--- config.mk ---
export PLATFORM = sky130hd
export DESIGN_NAME = alu_exec_ctrl
export DESIGN_NICKNAME = d
export VERILOG_FILES = /design/src/rtl/alu_exec_ctrl.sv
export SDC_FILE = /design/constraint.sdc
export NUM_CORES = 1
export LEC_CHECK = 0
export ABC_AREA = 0
export CELL_PAD_IN_SITES_DETAIL_PLACEMENT = 0
export CELL_PAD_IN_SITES_GLOBAL_PLACEMENT = 1
export CORE_MARGIN = 2
export CORE_UTILIZATION = 25
export CTS_CLUSTER_SIZE = 10
export DETAILED_ROUTE_END_ITERATION = 8
export PLACE_DENSITY_LB_ADDON = 0.2
export SETUP_SLACK_MARGIN = 0.1
export SLEW_MARGIN = 20
export SYNTH_ARGS = -nofsm -noshare
export SYNTH_HDL_FRONTEND = slang
export SYNTH_SLANG_ARGS = --single-unit
--- constraint.sdc ---
create_clock -name clk -period 6.6 [get_ports clk]
set_input_delay 1.98 -clock clk [delete_from_list [all_inputs] [get_ports clk]]
set_output_delay 1.98 -clock clk [all_outputs]
set_load 0.1 [all_outputs]
--- src/rtl/alu_exec_ctrl.sv ---
// Issue/writeback controller for the 8-bit ALU: owns a 4-entry register file,
// issues one instruction at a time and writes the ALU result back 3 cycles after accept.
module alu_exec_ctrl (
  input  logic       clk,
  input  logic       reset,
  input  logic       in_valid,
  output logic       in_ready,
  input  logic [2:0] in_op,
  input  logic [1:0] in_dst,
  input  logic [1:0] in_src,
  input  logic       in_imm_en,
  input  logic [7:0] in_imm,
  input  logic       ld_en,
  input  logic [1:0] ld_sel,
  input  logic [7:0] ld_data,
  input  logic [1:0] rd_sel,
  output logic [7:0] rd_data,
  output logic       alu_enable,
  output logic [2:0] alu_op,
  output logic [7:0] alu_a,
  output logic [7:0] alu_b,
  input  logic [7:0] alu_out,
  input  logic       alu_zero,
  input  logic       alu_carry,
  output logic       done,
  output logic [7:0] result,
  output logic       flag_z,
  output logic       flag_c
);

  typedef enum logic [1:0] {IDLE, ISSUE, WB} state_t;

  state_t          state_q, state_d;
  logic [3:0][7:0] regs_q, regs_d;
  logic [2:0]      op_q, op_d;
  logic [1:0]      dst_q, dst_d;
  logic [7:0]      a_q, a_d, b_q, b_d;
  logic            done_q, done_d;
  logic [7:0]      result_q, result_d;
  logic            fz_q, fz_d, fc_q, fc_d;
  logic            accept;

  assign accept = in_valid & in_ready;

  always_ff @(posedge clk or posedge reset) begin
    if (reset) state_q <= IDLE;
    else       state_q <= state_d;
  end

  always_comb begin
    state_d = state_q;
    unique case (state_q)
      IDLE:    if (accept) state_d = ISSUE;
      ISSUE:   state_d = WB;
      WB:      state_d = IDLE;
      default: state_d = IDLE;
    endcase
  end

  always_comb begin
    in_ready   = (state_q == IDLE) && !reset;
    alu_enable = (state_q == ISSUE);
  end

  // Datapath next-state: operands latched at accept from pre-edge registers;
  // the WB write is applied after the ld write so it wins a same-register collision.
  always_comb begin
    op_d     = op_q;
    dst_d    = dst_q;
    a_d      = a_q;
    b_d      = b_q;
    regs_d   = regs_q;
    done_d   = 1'b0;
    result_d = result_q;
    fz_d     = fz_q;
    fc_d     = fc_q;
    if (accept) begin
      op_d  = in_op;
      dst_d = in_dst;
      a_d   = regs_q[in_dst];
      b_d   = in_imm_en ? in_imm : regs_q[in_src];
    end
    if (ld_en) regs_d[ld_sel] = ld_data;
    if (state_q == WB) begin
      regs_d[dst_q] = alu_out;
      result_d      = alu_out;
      fz_d          = alu_zero;
      fc_d          = alu_carry;
      done_d        = 1'b1;
    end
  end

  always_ff @(posedge clk or posedge reset) begin
    if (reset) begin
      regs_q   <= '0;
      op_q     <= '0;
      dst_q    <= '0;
      a_q      <= '0;
      b_q      <= '0;
      done_q   <= 1'b0;
      result_q <= '0;
      fz_q     <= 1'b0;
      fc_q     <= 1'b0;
    end else begin
      regs_q   <= regs_d;
      op_q     <= op_d;
      dst_q    <= dst_d;
      a_q      <= a_d;
      b_q      <= b_d;
      done_q   <= done_d;
      result_q <= result_d;
      fz_q     <= fz_d;
      fc_q     <= fc_d;
    end
  end

  assign rd_data = regs_q[rd_sel];
  assign alu_op  = op_q;
  assign alu_a   = a_q;
  assign alu_b   = b_q;
  assign done    = done_q;
  assign result  = result_q;
  assign flag_z  = fz_q;
  assign flag_c  = fc_q;

endmodule
* After elaboration in Yosys (flattened, before gate mapping)
Cells that the tools add are included.
Cells by class: bitwise logic cells 1, eq/ne operators 3, add/subtract/negate cells 0, reduce and logical (&&, ||, !) cells 5, muxes and demuxes 18, $lt $le $gt $ge 7, multiply operators 0, div/mod/pow operators 0, shift operators 0
Operators by type and width (number):
- 32-bit bitwise mux | 2
- 32-bit 2-to-1 mux | 2
- 8-bit binary-select mux with 2-bit select | 3
- 8-bit 2-to-1 mux | 6
- 8-bit demux with 2-bit select | 2
- 2-bit by 3-bit less-than comparator with 1-bit output (second input constant) | 5
- 2-bit by 1-bit >= comparator with 1-bit output (second input constant) | 2
- 2-bit case mux with 2 select lines | 1
- 1-bit logical AND | 3
- 2-bit by 1-bit == test with 1-bit output (second input constant) | 1
- 2-bit == test (second input constant) | 1
- 2-bit logical NOT | 1
- 2-bit 2-to-1 mux | 1
- 2-bit != test (second input constant) | 1
- 1-bit bitwise AND | 1
- 1-bit logical NOT | 1
- 1-bit 2-to-1 mux | 1
Storage, ports and cells: input bits 42, memories kept 0, bits in writable memories 0, memory bits (read-only) 0, bits in latches 0, bits in registers 66, output and inout port bits 40, word-level logic and storage cells 47

* Logic depth before layout (Yosys ltp)
Gate-level depths: netlist of the first run.
depth after elaboration 8, gate-level depth with buffers 5, gate-level depth less buffers 3

* Worst setup path before layout of the first run
No wires, ideal clock.
path kind input-to-output, start point input reset, end point output in_ready, data required time 4.620 ns, stages 1, buffers on the path 0, data arrival time 4.007 ns, setup slack 0.613 ns, cell sequence nor3_1
On the way: cells in the longest elaborated chain, start to end 2
RTL lines:
- start: declaration | RTL line 5 | input logic reset,
- 1-bit logical NOT (no line)
- 1-bit logical AND | RTL line 61 | in_ready = (state_q == IDLE) && !reset;
- end: declaration | RTL line 7 | output logic in_ready,
No other way between the ends.

* Worst setup path in the final report of the first run
start point input rd_sel[0], end point output rd_data[5]
On the way: cells in the longest elaborated chain, start to end 2
RTL lines:
- start: declaration | RTL line 16 | input logic [1:0] rd_sel,
- 8-bit binary-select mux with 2-bit select | RTL line 117 | assign rd_data = regs_q[rd_sel];
- 8-bit 2-to-1 mux (not written as such) | RTL line 117
- end: declaration | RTL line 17 | output logic [7:0] rd_data,
No other way between the ends. The select of a mux whose other input is x is not followed.

==> results of run 1 <==
[worst max-delay path: stages]
cell	delay, ns
clkdlybuf4s50_1	0.84
mux4_2	0.59
buf_4	0.25
[synthesized netlist by cell type]
master and number:
buf_1 3, a21oi_1 16, dfrtp_1 66, nor3_1 1, o21ai_1 1, nor2b_1 2
inv_1 2, mux4_2 24, nand3_1 1, nor2_1 16, nand3b_1 2, nand4b_1 1
nand2_1 24, buf_2 10, clkbuf_1 1, and4bb_2 2, clkbuf_2 2, mux2_2 15
mux2_4 3, mux2i_1 40, buf_4 1, nand2b_1 1, o21ai_0 23, buf_6 3
nor3b_1 1, mux2_1 5, nor4b_4 2
[state kept, by name, indices dropped and copies added (netlist names)]
name / flops
alu_a: 8
alu_b: 8
alu_op: 3
done: 1
dst_q: 2
flag_c: 1
flag_z: 1
regs_q: 32
result: 8
state_q: 2
[power by group]
| group | internal (mW) | switching (mW) |
|---|---|---|
| logic | 0.315 | 0.731 |
| clock network | 0.307 | 0.170 |
| registers | 0.531 | 0.114 |
[how the worst min path moves through the flow]
stage,start,end
final,alu_op[2],alu_op[2]
after global routing,result[0],result[0]
after CTS,alu_op[2],alu_op[2]
after detailed placement,alu_op[2],alu_op[2]
after global placement,alu_op[2],alu_op[2]
after floorplan,regs_q[15],regs_q[15]
[per-stage QoR]
step                      hold slack (ns)  util (%)  total power [mW]  worst slack [ns]  cells
after global routing                0.521      34.1              2.28             0.864    526
after detailed placement            0.479      32.0              1.70             0.921    512
after floorplan                     0.549         -              1.44             0.613    268
final                               0.489      34.1              2.17             0.960    526
after global placement              0.471      32.0              1.69             0.923    512
after CTS                           0.494      34.1              2.20             0.921    526
[cell type report]
class,count,share of cell area (%)
Tap cell,180,4.81
Clock inverter,3,0.855
Multi-Input combinational cell,180,36.2
Clock buffer,11,5.40
Timing Repair Buffer,84,17.3
Inverter,2,0.160
Sequential cell,66,35.3
[layer usage]
| metal | vias to the layer above | GRT usage (%) |
|---|---|---|
| met1 | 1137 | 17.4 |
| met5 | - | 0 |
| met3 | 15 | 3.09 |
| li1 | 1137 | - |
| met2 | 61 | 19.6 |
| met4 | 0 | 6.54 |
[kinds of logic (layout without fill, tap and decap cells)]
| group | Yosys count | in the layout | synth area share (%) |
|---|---|---|---|
| compound gates | 40 | 40 | 5.77 |
| flops | 66 | 66 | 47.6 |
| buf+inv | 22 | 100 | 3.57 |
| mux | 87 | 87 | 34.9 |
| simple gates | 53 | 53 | 8.15 |
==> flow_metrics.env, run 1 <==
export IMPL_synthCells=268
export IMPL_fill_cells=1374
export IMPL_register_area_mm2=0.00165
export IMPL_synth_area_mm2=0.00347
export IMPL_dp_hpwl_um=6680
export IMPL_drv_slew=0
export IMPL_die_y_um=122
export IMPL_cts_path_max_buffers=2
export IMPL_initial_core_util_pct=25.3
export IMPL_vias=2350
export IMPL_cts_made_buffers=9
export IMPL_grt_total_usage_pct=13.0
export IMPL_ys_warn_count=0
export IMPL_max_freq_mhz=177
export IMPL_p_leak_nw=1.96
export IMPL_hp_class="reg2reg"
export IMPL_design_area_mm2=0.00468
export IMPL_route_antenna_remaining_nets=0
export IMPL_crit_type="in2out"
export IMPL_wl_um=8860
export IMPL_tns_ns=0
export IMPL_p_per_area_mw_per_mm2=463
export IMPL_clk_latency_ns=0.33
export IMPL_final_layout_size_suffix_gt1_share_pct=21.1
export IMPL_most_common_layout_cells="clkdlybuf4s50_1, dfrtp_1, mux2i_1"
export IMPL_cts_tree="done"
export IMPL_crit_end="rd_data[5]"
export IMPL_required_ns=4.62
export IMPL_syn_num_nets=310
export IMPL_antenna_found_initial=0
export IMPL_endpoint_kind="primary output"
export IMPL_grt_first_pass_wirelength_um=14200
export IMPL_top_layer_used="met4"
export IMPL_place_gp_congestion=0.808
export IMPL_grt_pass1_vias=2443
export IMPL_yosysUniqueCellTypes=27
export IMPL_grt_ovfl_total=0
export IMPL_cp_data_arrival_time_ns=3.66
export IMPL_drc=0
export IMPL_maxSlewHeadroom_pct=33.8
export IMPL_ff2ff_setup_slack_ns=4.90
export IMPL_grt_max_degree=35
export IMPL_wl_met3_um=429
export IMPL_dieArea_mm2=0.0148
export IMPL_met2WireLength_um=4110
export IMPL_drt_iter0_drc=110
export IMPL_postCtsSetupBuffers=0
export IMPL_maxCapViolCount=0
export IMPL_core_area_mm2=0.0137
export IMPL_io_pins=82
export IMPL_antenna_cells=0
export IMPL_cp_startpoint="rd_sel[0]"
export IMPL_met1_length_um=4080
export IMPL_finalCritPeriodShare_pct=85.5
export IMPL_yosysTopAreaCell="dfrtp_1"
export IMPL_cts_root_buf="clkbuf_16"
export IMPL_syn_avg_cell_area_um2=12.9
export IMPL_ys_seq_area_share_pct=47.6
export IMPL_period_needed_ns=5.64
export IMPL_rr_worst_depth=3
export IMPL_cts_resized=0
export IMPL_holdBufCountCts=0
export IMPL_final_common_cell="clkdlybuf4s50_1"
export IMPL_post_dp_cell_area_mm2=0.00439
export IMPL_htree_levels=3
export IMPL_hold_viol_final=0
export IMPL_synth_top_cell_area_share_pct=47.6
export IMPL_rows=43
export IMPL_ys_ff_latch=66
export IMPL_fin_skew_ns=0.00755
export IMPL_first_pass_iters=4
export IMPL_vias_per_cell=4.47
export IMPL_rsz0062_at_grt="no"
export IMPL_outcome="finished clean"
export IMPL_vdd_drop_max_uv=145
export IMPL_reg2reg_from="state_q[0]"
export IMPL_worst_pin_slew_ns=0.990
export IMPL_area_growth_syn_to_layout_pct=34.9
export IMPL_cts_sinks=66
export IMPL_clk_pin_slew_ns=0.05
export IMPL_dieWidth_um=122
export IMPL_r2r_end="alu_a[5]"
export IMPL_port_buffer_count=81
export IMPL_multiInputGateArea_mm2=0.00169
export IMPL_finalSetupViolCount=0
export IMPL_synth_top_cells_by_area="dfrtp_1, mux4_2, mux2i_1, mux2_2, o21ai_0"
export IMPL_nets=385
export IMPL_wire_per_inst_um=16.8
export IMPL_crit_fanout=8
export IMPL_hold_depth=1
export IMPL_crit_path_start_kind="input pin"
Note: power is estimated with default switching activity, not from simulation.
==> run 2: changes to the inputs <==
Settings changed: ABC_CLOCK_PERIOD_IN_PS set to 6600.
==> results of run 2 <==
The final DEF is identical to that of run 1; final timing and power are the same.
